$ cat config.mk
export PLATFORM = sky130hd
export DESIGN_NAME = seq_shifter
export DESIGN_NICKNAME = d
export VERILOG_FILES = /design/src/rtl/seq_shifter.sv
export SDC_FILE = /design/constraint.sdc
export NUM_CORES = 1
export LEC_CHECK = 0
export ABC_CLOCK_PERIOD_IN_PS = 2500
export BUFFER_PORTS_ARGS = -buffer_cell sky130_fd_sc_hd__buf_2
export CAP_MARGIN = 0
export CORE_MARGIN = 3
export CORE_UTILIZATION = 30
export CTS_CLUSTER_DIAMETER = 40
export DETAILED_ROUTE_END_ITERATION = 10
export PLACE_DENSITY = 0.58
export SETUP_SLACK_MARGIN = 0.02
export SLEW_MARGIN = 20
export SYNTH_ARGS = -nofsm -noshare
export SYNTH_HDL_FRONTEND = slang
export SYNTH_SLANG_ARGS = --single-unit
$ cat constraint.sdc
create_clock -name clk -period 2.5 [get_ports clk]
set_clock_uncertainty 0.1 [all_clocks]
set_input_delay 0.25 -clock clk [delete_from_list [all_inputs] [get_ports clk]]
set_output_delay 0.25 -clock clk [all_outputs]
set_load 0.1 [all_outputs]
$ cat src/rtl/seq_shifter.sv
// seq_shifter: iterative SLL/SRL/SRA unit that shifts one bit per clock.
// Define SEQ_SHIFTER_FAST_EN to take 4-bit steps while at least four bits remain.
module seq_shifter #(
  parameter int WIDTH = 32,
  parameter int SHW   = 5
) (
  input  logic             clk,
  input  logic             rst_n,
  input  logic             start_i,
  input  logic [WIDTH-1:0] a_i,
  input  logic [SHW-1:0]   shamt_i,
  input  logic [1:0]       type_i,
  output logic             busy_o,
  output logic             done_o,
  output logic [WIDTH-1:0] r_o
);

  typedef enum logic [1:0] {
    IDLE,
    SHIFT,
    DONE
  } state_e;

  localparam logic [1:0] OP_SLL = 2'd0;
  localparam logic [1:0] OP_SRL = 2'd1;
  localparam logic [1:0] OP_SRA = 2'd2;
  localparam logic [1:0] OP_RSV = 2'd3;

  state_e           state_q;
  logic [WIDTH-1:0] acc_q;
  logic [WIDTH-1:0] acc_d;
  logic [WIDTH-1:0] r_q;
  logic [SHW-1:0]   cnt_q;
  logic [SHW-1:0]   cnt_d;
  logic [SHW-1:0]   step_amt;
  logic [1:0]       op_q;
  logic             busy_q;
  logic             done_q;
  logic             last_step;
  logic             quick;

  // Zero shift or the reserved op skip SHIFT and complete in the next cycle.
  assign quick = (shamt_i == '0) || (type_i == OP_RSV);

  always_comb begin
`ifdef SEQ_SHIFTER_FAST_EN
    step_amt = (cnt_q >= SHW'(4)) ? SHW'(4) : SHW'(1);
`else
    step_amt = SHW'(1);
`endif
    cnt_d     = cnt_q - step_amt;
    last_step = (cnt_d == '0);
    acc_d     = acc_q;
    case (op_q)
      OP_SLL:  acc_d = acc_q << step_amt;
      OP_SRL:  acc_d = acc_q >> step_amt;
      OP_SRA:  acc_d = $unsigned($signed(acc_q) >>> step_amt);
      default: acc_d = acc_q;
    endcase
  end

  always_ff @(posedge clk or negedge rst_n) begin
    if (!rst_n) begin
      state_q <= IDLE;
      acc_q   <= '0;
      cnt_q   <= '0;
      op_q    <= OP_SLL;
      busy_q  <= 1'b0;
      done_q  <= 1'b0;
      r_q     <= '0;
    end else begin
      done_q <= 1'b0;
      case (state_q)
        SHIFT: begin
          acc_q <= acc_d;
          cnt_q <= cnt_d;
          if (last_step) begin
            state_q <= DONE;
            busy_q  <= 1'b0;
            done_q  <= 1'b1;
            r_q     <= (op_q == OP_RSV) ? '0 : acc_d;
          end
        end
        // IDLE and DONE both accept a new request; DONE gives back-to-back issue.
        default: begin
          if (start_i) begin
            acc_q <= a_i;
            cnt_q <= shamt_i;
            op_q  <= type_i;
            if (quick) begin
              state_q <= DONE;
              busy_q  <= 1'b0;
              done_q  <= 1'b1;
              r_q     <= (type_i == OP_RSV) ? '0 : a_i;
            end else begin
              state_q <= SHIFT;
              busy_q  <= 1'b1;
            end
          end else begin
            state_q <= IDLE;
            busy_q  <= 1'b0;
          end
        end
      endcase
    end
  end

  assign busy_o = busy_q;
  assign done_o = done_q;
  assign r_o    = r_q;

endmodule
; ---- After elaboration in Yosys (flattened, before gate mapping)
; Index checks and enable logic that the tools add are counted.
[op_classes]
addsub = 1
n_eq_ne = 6
n_mux = 23
bitwise = 1
reduce_logical = 8
[op_table]
columns = operator, n
row1 = 32-bit 2-to-1 mux, 8
row2 = 32-bit one-hot mux with 3 select lines, 1
row3 = 5-bit zero test, 2
row4 = 5-bit 2-to-1 mux, 2
row5 = 1-bit 2-to-1 mux, 8
row6 = 2-bit 2-to-1 mux, 4
row7 = 2-bit equality test (second input constant), 3
row8 = 5-bit by 1-bit subtractor with 5-bit output (second input constant), 1
row9 = 2-bit by 1-bit equality test with 1-bit output (second input constant), 2
row10 = 2-bit nonzero test, 2
row11 = 3-bit AND reduction, 1
row12 = 2-bit zero test, 1
row13 = 2-bit != test (second input constant), 1
row14 = 2-bit AND reduction, 1
row15 = 1-bit logical OR, 1
row16 = 1-bit NOT, 1
[word_totals]
ff_bits = 75
inputBits = 42
out_inout_bits = 34
word_cells = 46

; ---- Logic depth before layout (Yosys ltp)
; Gate-level depths: netlist of run 1.
[depth]
word_depth = 5
mapped_depth = 8
ltp_nobuf = 7

; ---- Worst setup path before layout of run 1
; No wires, ideal clock.
[synth_timing]
kind = register -> register
startpoint = register state_q[0]
endpoint = register r_q[15], in the netlist r_o[15]
setup_ns = 0.125
arrival_time_ns = 2.381
t_required_ns = 2.275
slack_ns = -0.106
path_stages_with_launch = 7
path_buffers = 1
period_less_slack_ns = 2.606
cell_sequence = dfrtp_1 -> nor2b_1 -> a21oi_1 -> o21a_1 -> nor3_4 -> buf_6 -> mux2_2
[synth_between]
elab_chain_len = 3
word_cells_on_any_way = 6
classes_between = 2 x eq/ne / 1 x mux / 3 x reduce/logical
[synth_lines]
columns = element, line_no
row1 = from (decl), 29  ; state_e state_q;
row2 = from (signal assigned), 64  ; state_q <= IDLE;
row3 = from (signal assigned), 78  ; state_q <= DONE;
row4 = from (signal assigned), 91  ; state_q <= DONE;
row5 = 2-bit by 1-bit equality test with 1-bit output *, 73  ; case (state_q)
row6 = 2-bit != test (no source line) / 2-bit nonzero test (equally long branches), --
row7 = 3-bit AND reduction (no source line), --
row8 = to (signal assigned), 81  ; r_q <= (op_q == OP_RSV) ? '0 : acc_d;
row9 = to (signal assigned), 94  ; r_q <= (type_i == OP_RSV) ? '0 : a_i;
row10 = to (decl), 32  ; logic [WIDTH-1:0] r_q;
; Mark *: on every way between the ends. The rest lies on a longest branch, timed or not.
; A chain may end at the register's enable or synchronous reset.

; ---- Worst setup path after layout of run 1
[layout_timing]
startpoint = register cnt_q[0]
endpoint = register r_q[15], in the netlist r_o[15]
[layout_between]
elab_chain_len = 4
[layout_lines]
columns = element, line_no
row1 = from (decl), 33  ; logic [SHW-1:0] cnt_q;
row2 = from (signal assigned), 76  ; cnt_q <= cnt_d;
row3 = from (signal assigned), 88  ; cnt_q <= shamt_i;
row4 = 5-bit by 1-bit subtractor with 5-bit output, 51  ; cnt_d = cnt_q - step_amt;
row5 = 5-bit zero test, 52  ; last_step = (cnt_d == '0);
row6 = 2-bit != test (no source line), --
row7 = 3-bit AND reduction (no source line), --
; No other way between the ends.

==> results of run 1 <==
-- cells in the mapped netlist, types with 3 or more instances --
cell type  instances  share of area
a221o_1           10          0.024
nand2b_1          12          0.018
nand2_1           61          0.056
dfrtp_1           74           0.45
a31o_2             3         0.0064
o211ai_1           8          0.015
inv_1             15          0.014
nor2b_1           21          0.032
nor2_1            12          0.011
a21o_1             3         0.0055
a22oi_1           10          0.018
a211oi_1          22          0.040
mux2_2            19          0.052
mux2i_1           28          0.068
a211o_1            3         0.0064
a21oi_1           37          0.045
o21ai_0           31          0.038
a22o_1            10          0.021
buf_1              3         0.0027
buf_2              3         0.0037
clkbuf_1          24          0.022
-- worst max-delay path, stage by stage, from the launching register on --
cell and delay, ns:
dfrtp_1 0.39, inv_1 0.07, ha_1 0.24, xor2_1 0.15
nor3b_1 0.18, a21oi_1 0.16, nor3_4 0.25, buf_12 0.19
mux2_2 0.35
-- layout make-up --
| type | count | area (um^2) | share of cell area |
|---|---|---|---|
| clock buffer | 12 | 267 | 0.0526 |
| clock inverter | 4 | 72.6 | 0.0143 |
| inverter | 15 | 56.3 | 0.0111 |
| multi-input combinational | 310 | 2050 | 0.405 |
| sequential | 74 | 1850 | 0.366 |
| tap | 176 | 220 | 0.0435 |
| timing repair buffer | 95 | 543 | 0.107 |
-- stage by stage --
stage          setup WS [ns]   util
2_1_floorplan          0.165      -
3_3_place_gp           0.363  0.355
3_5_place_dp           0.317  0.355
4_1_cts                0.276  0.381
5_1_grt               0.0773  0.381
6_report               0.271  0.381
-- state kept, by name, indices dropped and copies added, names as in the netlist --
register / cells
cnt_q: 5
acc_q: 32
state_q: 2
op_q: 2
r_o: 32
done_o: 1
-- kinds of logic after synthesis --
| kind of cell | count (synthesis) | share of synthesized area |
|---|---|---|
| AO/OA/AOI/OAI | 140 | 0.227 |
| XOR/XNOR | 3 | 0.00641 |
| adder cells (fa/ha/maj) | 2 | 0.00610 |
| buffers and inverters | 48 | 0.0494 |
| flip-flops | 74 | 0.451 |
| multiplexers | 48 | 0.123 |
| AND/OR/NAND/NOR | 117 | 0.137 |
-- timing repair --
action                     CTS  global route
hold endpoints to repair    34             0
hold buffers                 1             0
setup endpoints to repair    0             0
-- worst min path at each step --
stage,startpoint,end,slack (ns),cells after the start
CTS,type_i[0],op_q[0],0.04,3
floorplan,rst_n,acc_q[0],-0.15,0
finish,type_i[0],op_q[0],0.05,3
global route,type_i[0],op_q[0],0.06,3
detailed placement,rst_n,done_o,0.15,1
global placement,rst_n,done_o,0.14,1
-- layer usage --
| metal | vias to the layer above | wire (um) | GRT usage |
|---|---|---|---|
| met1 | 1642 | 5070 | 0.207 |
| met4 | 0 | 132 | 0.0364 |
| met3 | 11 | 498 | 0.0366 |
| li1 | 1699 | - | - |
| met2 | 72 | 5260 | 0.244 |
| met5 | - | 0 | 0 |
==> flow_metrics.py, run 1 <==
metrics = {
    "layout": {
        "n_antenna_cell": 0,
        "stdcell_count": 686,
        "final_net_count": 549,
        "syn_to_final_growth_pct": 23.5,
        "final_cell_mix": "buf_2, dfrtp_1, nand2_1",
        "fill_cells": 1377,
        "drive_gt1_frac": 0.269,
        "fin_area_mm2": 0.00507,
        "layout_commonest_cell": "buf_2",
    },
    "worst_setup_path": {
        "path_max_fanout": 20,
        "crit_path_start": "cnt_q[0]",
        "required_ns": 2.62,
        "r2r_start": "cnt_q[0]",
        "worst_ep_arrival_time_ns": 2.35,
        "crit_end": "r_o[15]",
        "reg2reg_slack_ns": 0.27,
        "critPathLaunchType": "flop",
        "reg2reg_to": "r_o[15]",
        "reg2reg_depth": 8,
        "crit_type": "flop to flop",
        "setup.worst_path.end_class": "flop",
    },
    "yosys": {
        "syn-cell-area_mm2": 0.00410,
        "netlist_instances": 432,
        "ys_warn_count": 0,
        "ys.flop_type": "dfrtp_1",
        "ys_types": 39,
        "syn-num-nets": 476,
        "synth_enable_flop_cells": 0,
        "synth_seq_area_share": 0.451,
        "synth-async-reset-ratio": 1.00,
        "synth_area_per_cell_um2": 9.49,
        "ys_ff_latch": 74,
    },
    "detailed_routing": {
        "antenna_left": 0,
        "via_per_inst": 4.99,
        "via_count": 3424,
        "drt_first_pass_iters": 4,
        "totalWireLength_mm": 11.0,
        "avgRoutedWirePerCell_um": 16.0,
        "first_iter_violations": 224,
        "post-route-drc-count": 0,
    },
    "die": {
        "die_w_um": 123,
        "die_y_um": 123,
        "start_util": 0.308,
        "num_rows": 42,
        "num_io_pins": 76,
        "coreArea_mm2": 0.0133,
        "fp.dieArea_mm2": 0.0151,
    },
    "outcome": {
        "status": "finished clean",
    },
    "placed_design": {
        "place_hpwl_mm": 8.10,
        "dp_cells": 669,
        "place_area_mm2": 0.00472,
        "portBuffers": 75,
        "place.gp.congestion": 0.835,
    },
    "clock_tree": {
        "cts_resized": 0,
        "cts_max_path_buffers": 2,
        "post_cts_buffers": 0,
        "numClockSinks": 74,
        "clockRootBuffer": "clkbuf_16",
        "cts_buffers": 9,
        "insertion_delay_ns": 0.34,
        "htree_levels": 3,
        "tritoncts": "yes",
        "path_clk_slew_ns": 0.06,
    },
    "sta": {
        "hold_ws_ns": 0.0471,
        "max-slew-margin-rel": 0.674,
        "rsz0062_at_grt": "no",
        "worst_slew_pin_slew_ns": 0.493,
        "tns_ns": 0,
        "setup_viol": 0,
        "fmax_ghz": 0.449,
        "slew_violations": 0,
        "final_hold_viol_count": 0,
        "finalCritPeriodShare": 0.892,
        "min_period_ns": 2.23,
    },
    "global_route": {
        "grtUsageTotal": 0.152,
        "overflow": 0,
        "grt_pass1_wl_mm": 18.0,
        "grt_max_degree": 37,
        "grt_pass1_vias": 3428,
        "grt_antenna_before_repair": 0,
    },
    "run": {
        "max_cap_violations": 0,
    },
    "hold_path": {
        "min_path_type": "primary input to flop",
    },
}
Power of run 1 is left out: the tool's default activity adds up to more than one toggle a clock period on the data nets, which glitch-free logic cannot reach.
==> run 2, diff against run 1 <==
CORE_ASPECT_RATIO = 1.1   (was unset)
==> run 2 against run 1 <==
Net effect: fmax fell by 3.8%; die area about the same; non-clock buffer count shrank 2; wire length is 2.5% higher; hold slack worse by 0.0014 ns; sequential share of layout area fell by 0.18 points; clock-buffer cell count shrank 2; critical path depth stayed put; final cell count increased by 0.87%; worst setup slack lost 0.089 ns; utilization grew 0.27 points; register-to-register slack got worse by 0.09 ns.
==> flow_metrics.py, run 2 (synthesis gave the netlist of run 1 again) <==
metrics = {
    "die": {
        "num_rows": 44,
        "coreArea_mm2": 0.0133,
        "fp.dieArea_mm2": 0.0151,
        "start_util": 0.309,
        "die_y_um": 129,
        "num_io_pins": 76,
        "die_w_um": 117,
    },
    "layout": {
        "final_cell_mix": "buf_2, dfrtp_1, nand2_1",
        "n_antenna_cell": 0,
        "syn_to_final_growth_pct": 24.1,
        "layout_commonest_cell": "buf_2",
        "fin_area_mm2": 0.00509,
        "drive_gt1_frac": 0.264,
        "final_net_count": 547,
        "post-route-util": 0.384,
    },
    "clock_tree": {
        "cts_buffers": 9,
        "tritoncts": "yes",
        "numClockSinks": 74,
        "path_clk_slew_ns": 0.06,
        "insertion_delay_ns": 0.33,
        "htree_levels": 3,
        "post_cts_buffers": 0,
        "clockRootBuffer": "clkbuf_16",
        "cts_max_path_buffers": 2,
    },
    "detailed_routing": {
        "totalWireLength_mm": 11.2,
        "antenna_left": 0,
        "drt_first_pass_iters": 5,
        "via_per_inst": 5.02,
        "avgRoutedWirePerCell_um": 16.2,
        "via_count": 3475,
        "first_iter_violations": 265,
        "post-route-drc-count": 0,
    },
    "sta": {
        "worst_slew_pin_slew_ns": 0.592,
        "setup_viol": 0,
        "slew_violations": 0,
        "fmax_ghz": 0.431,
        "tns_ns": 0,
        "rsz0062_at_grt": "no",
        "min_period_ns": 2.32,
        "max-slew-margin-rel": 0.605,
        "finalCritPeriodShare": 0.927,
        "final_hold_viol_count": 0,
    },
    "global_route": {
        "grt_antenna_before_repair": 0,
        "grtUsageTotal": 0.152,
        "grt_max_degree": 41,
        "grt_pass1_wl_mm": 18.4,
        "grt_pass1_vias": 3514,
        "overflow": 0,
    },
    "run": {
        "max_cap_violations": 0,
    },
    "hold_path": {
        "hp-start": "type_i[0]",
        "whs_path_depth": 3,
        "hold_end": "op_q[0]",
        "min_path_type": "primary input to flop",
    },
    "worst_setup_path": {
        "setup.worst_path.end_class": "flop",
        "worst_ep_arrival_time_ns": 2.43,
        "r2r_start": "cnt_q[0]",
        "path_max_fanout": 33,
        "reg2reg_slack_ns": 0.18,
        "crit_type": "flop to flop",
        "critPathLaunchType": "flop",
        "reg2reg_to": "r_o[12]",
        "crit_slowest_cell": "dfrtp_1",
        "crit_chain": "inv_1 > ha_1 > xor2_1 > nor3b_1 > a21oi_1 > nor3_4 > buf_12 > mux2_2",
        "reg2reg_depth": 8,
        "cp_slowest_stage_delay_ns": 0.40,
        "required_ns": 2.62,
    },
    "outcome": {
        "status": "finished clean",
    },
    "placed_design": {
        "place_area_mm2": 0.00474,
        "portBuffers": 75,
        "place.gp.congestion": 0.829,
        "place_hpwl_mm": 7.99,
    },
}
-- run 2: how the worst max path moves through the flow --
stage / start / endpoint / slack, ns / cells past startpoint
final: cnt_q[0] / r_o[12] / 0.18 / 8
after global routing: cnt_q[0] / r_o[19] / 0.05 / 8
after CTS: cnt_q[0] / r_o[12] / 0.21 / 8
after detailed placement: cnt_q[0] / r_o[12] / 0.24 / 8
after global placement: cnt_q[0] / r_o[29] / 0.32 / 8
after floorplan: state_q[0] / r_o[15] / 0.17 / 6
-- run 2: per-layer routing --
layer | part of all wire | track usage | vias up
met4 | 0.014 | 0.0441 | 0
met1 | 0.44 | 0.188 | 1697
met3 | 0.040 | 0.0316 | 13
met5 | 0 | 0 | -
li1 | - | - | 1688
met2 | 0.51 | 0.271 | 77
-- run 2: stage by stage --
step	instances	setup slack, ns	hold WS [ns]
after floorplan	432	0.165	-0.146
after global placement	675	0.323	0.151
after detailed placement	675	0.239	0.156
after CTS	692	0.209	0.0382
after global routing	692	0.0548	0.0571
final	692	0.182	0.0457
-- run 2: cell type report --
class / count / area (um^2)
Clock buffer: 10 / 229
Clock inverter: 6 / 115
Fill cell: 1340 / 8180
Inverter: 15 / 56.3
Multi-Input combinational cell: 310 / 2050
Sequential cell: 74 / 1850
Tap cell: 184 / 230
Timing Repair Buffer: 93 / 553
-- run 2: repair_timing --
item,in CTS,in global routing
setup endpoints to repair,0,0
endpoints found under the hold margin,34,0
gates resized for setup,0,0
hold buffers,1,0
-- run 2: critical path: cells and delay by family (launching register included) --
family | cells | cell delay (ns)
flops | 1 | 0.40
xor+xnor | 1 | 0.15
fa+ha+maj | 1 | 0.24
mux | 1 | 0.36
simple gates | 2 | 0.43
compound gates | 1 | 0.17
buf+inv | 2 | 0.33
Power of run 2 is left out for the same reason.
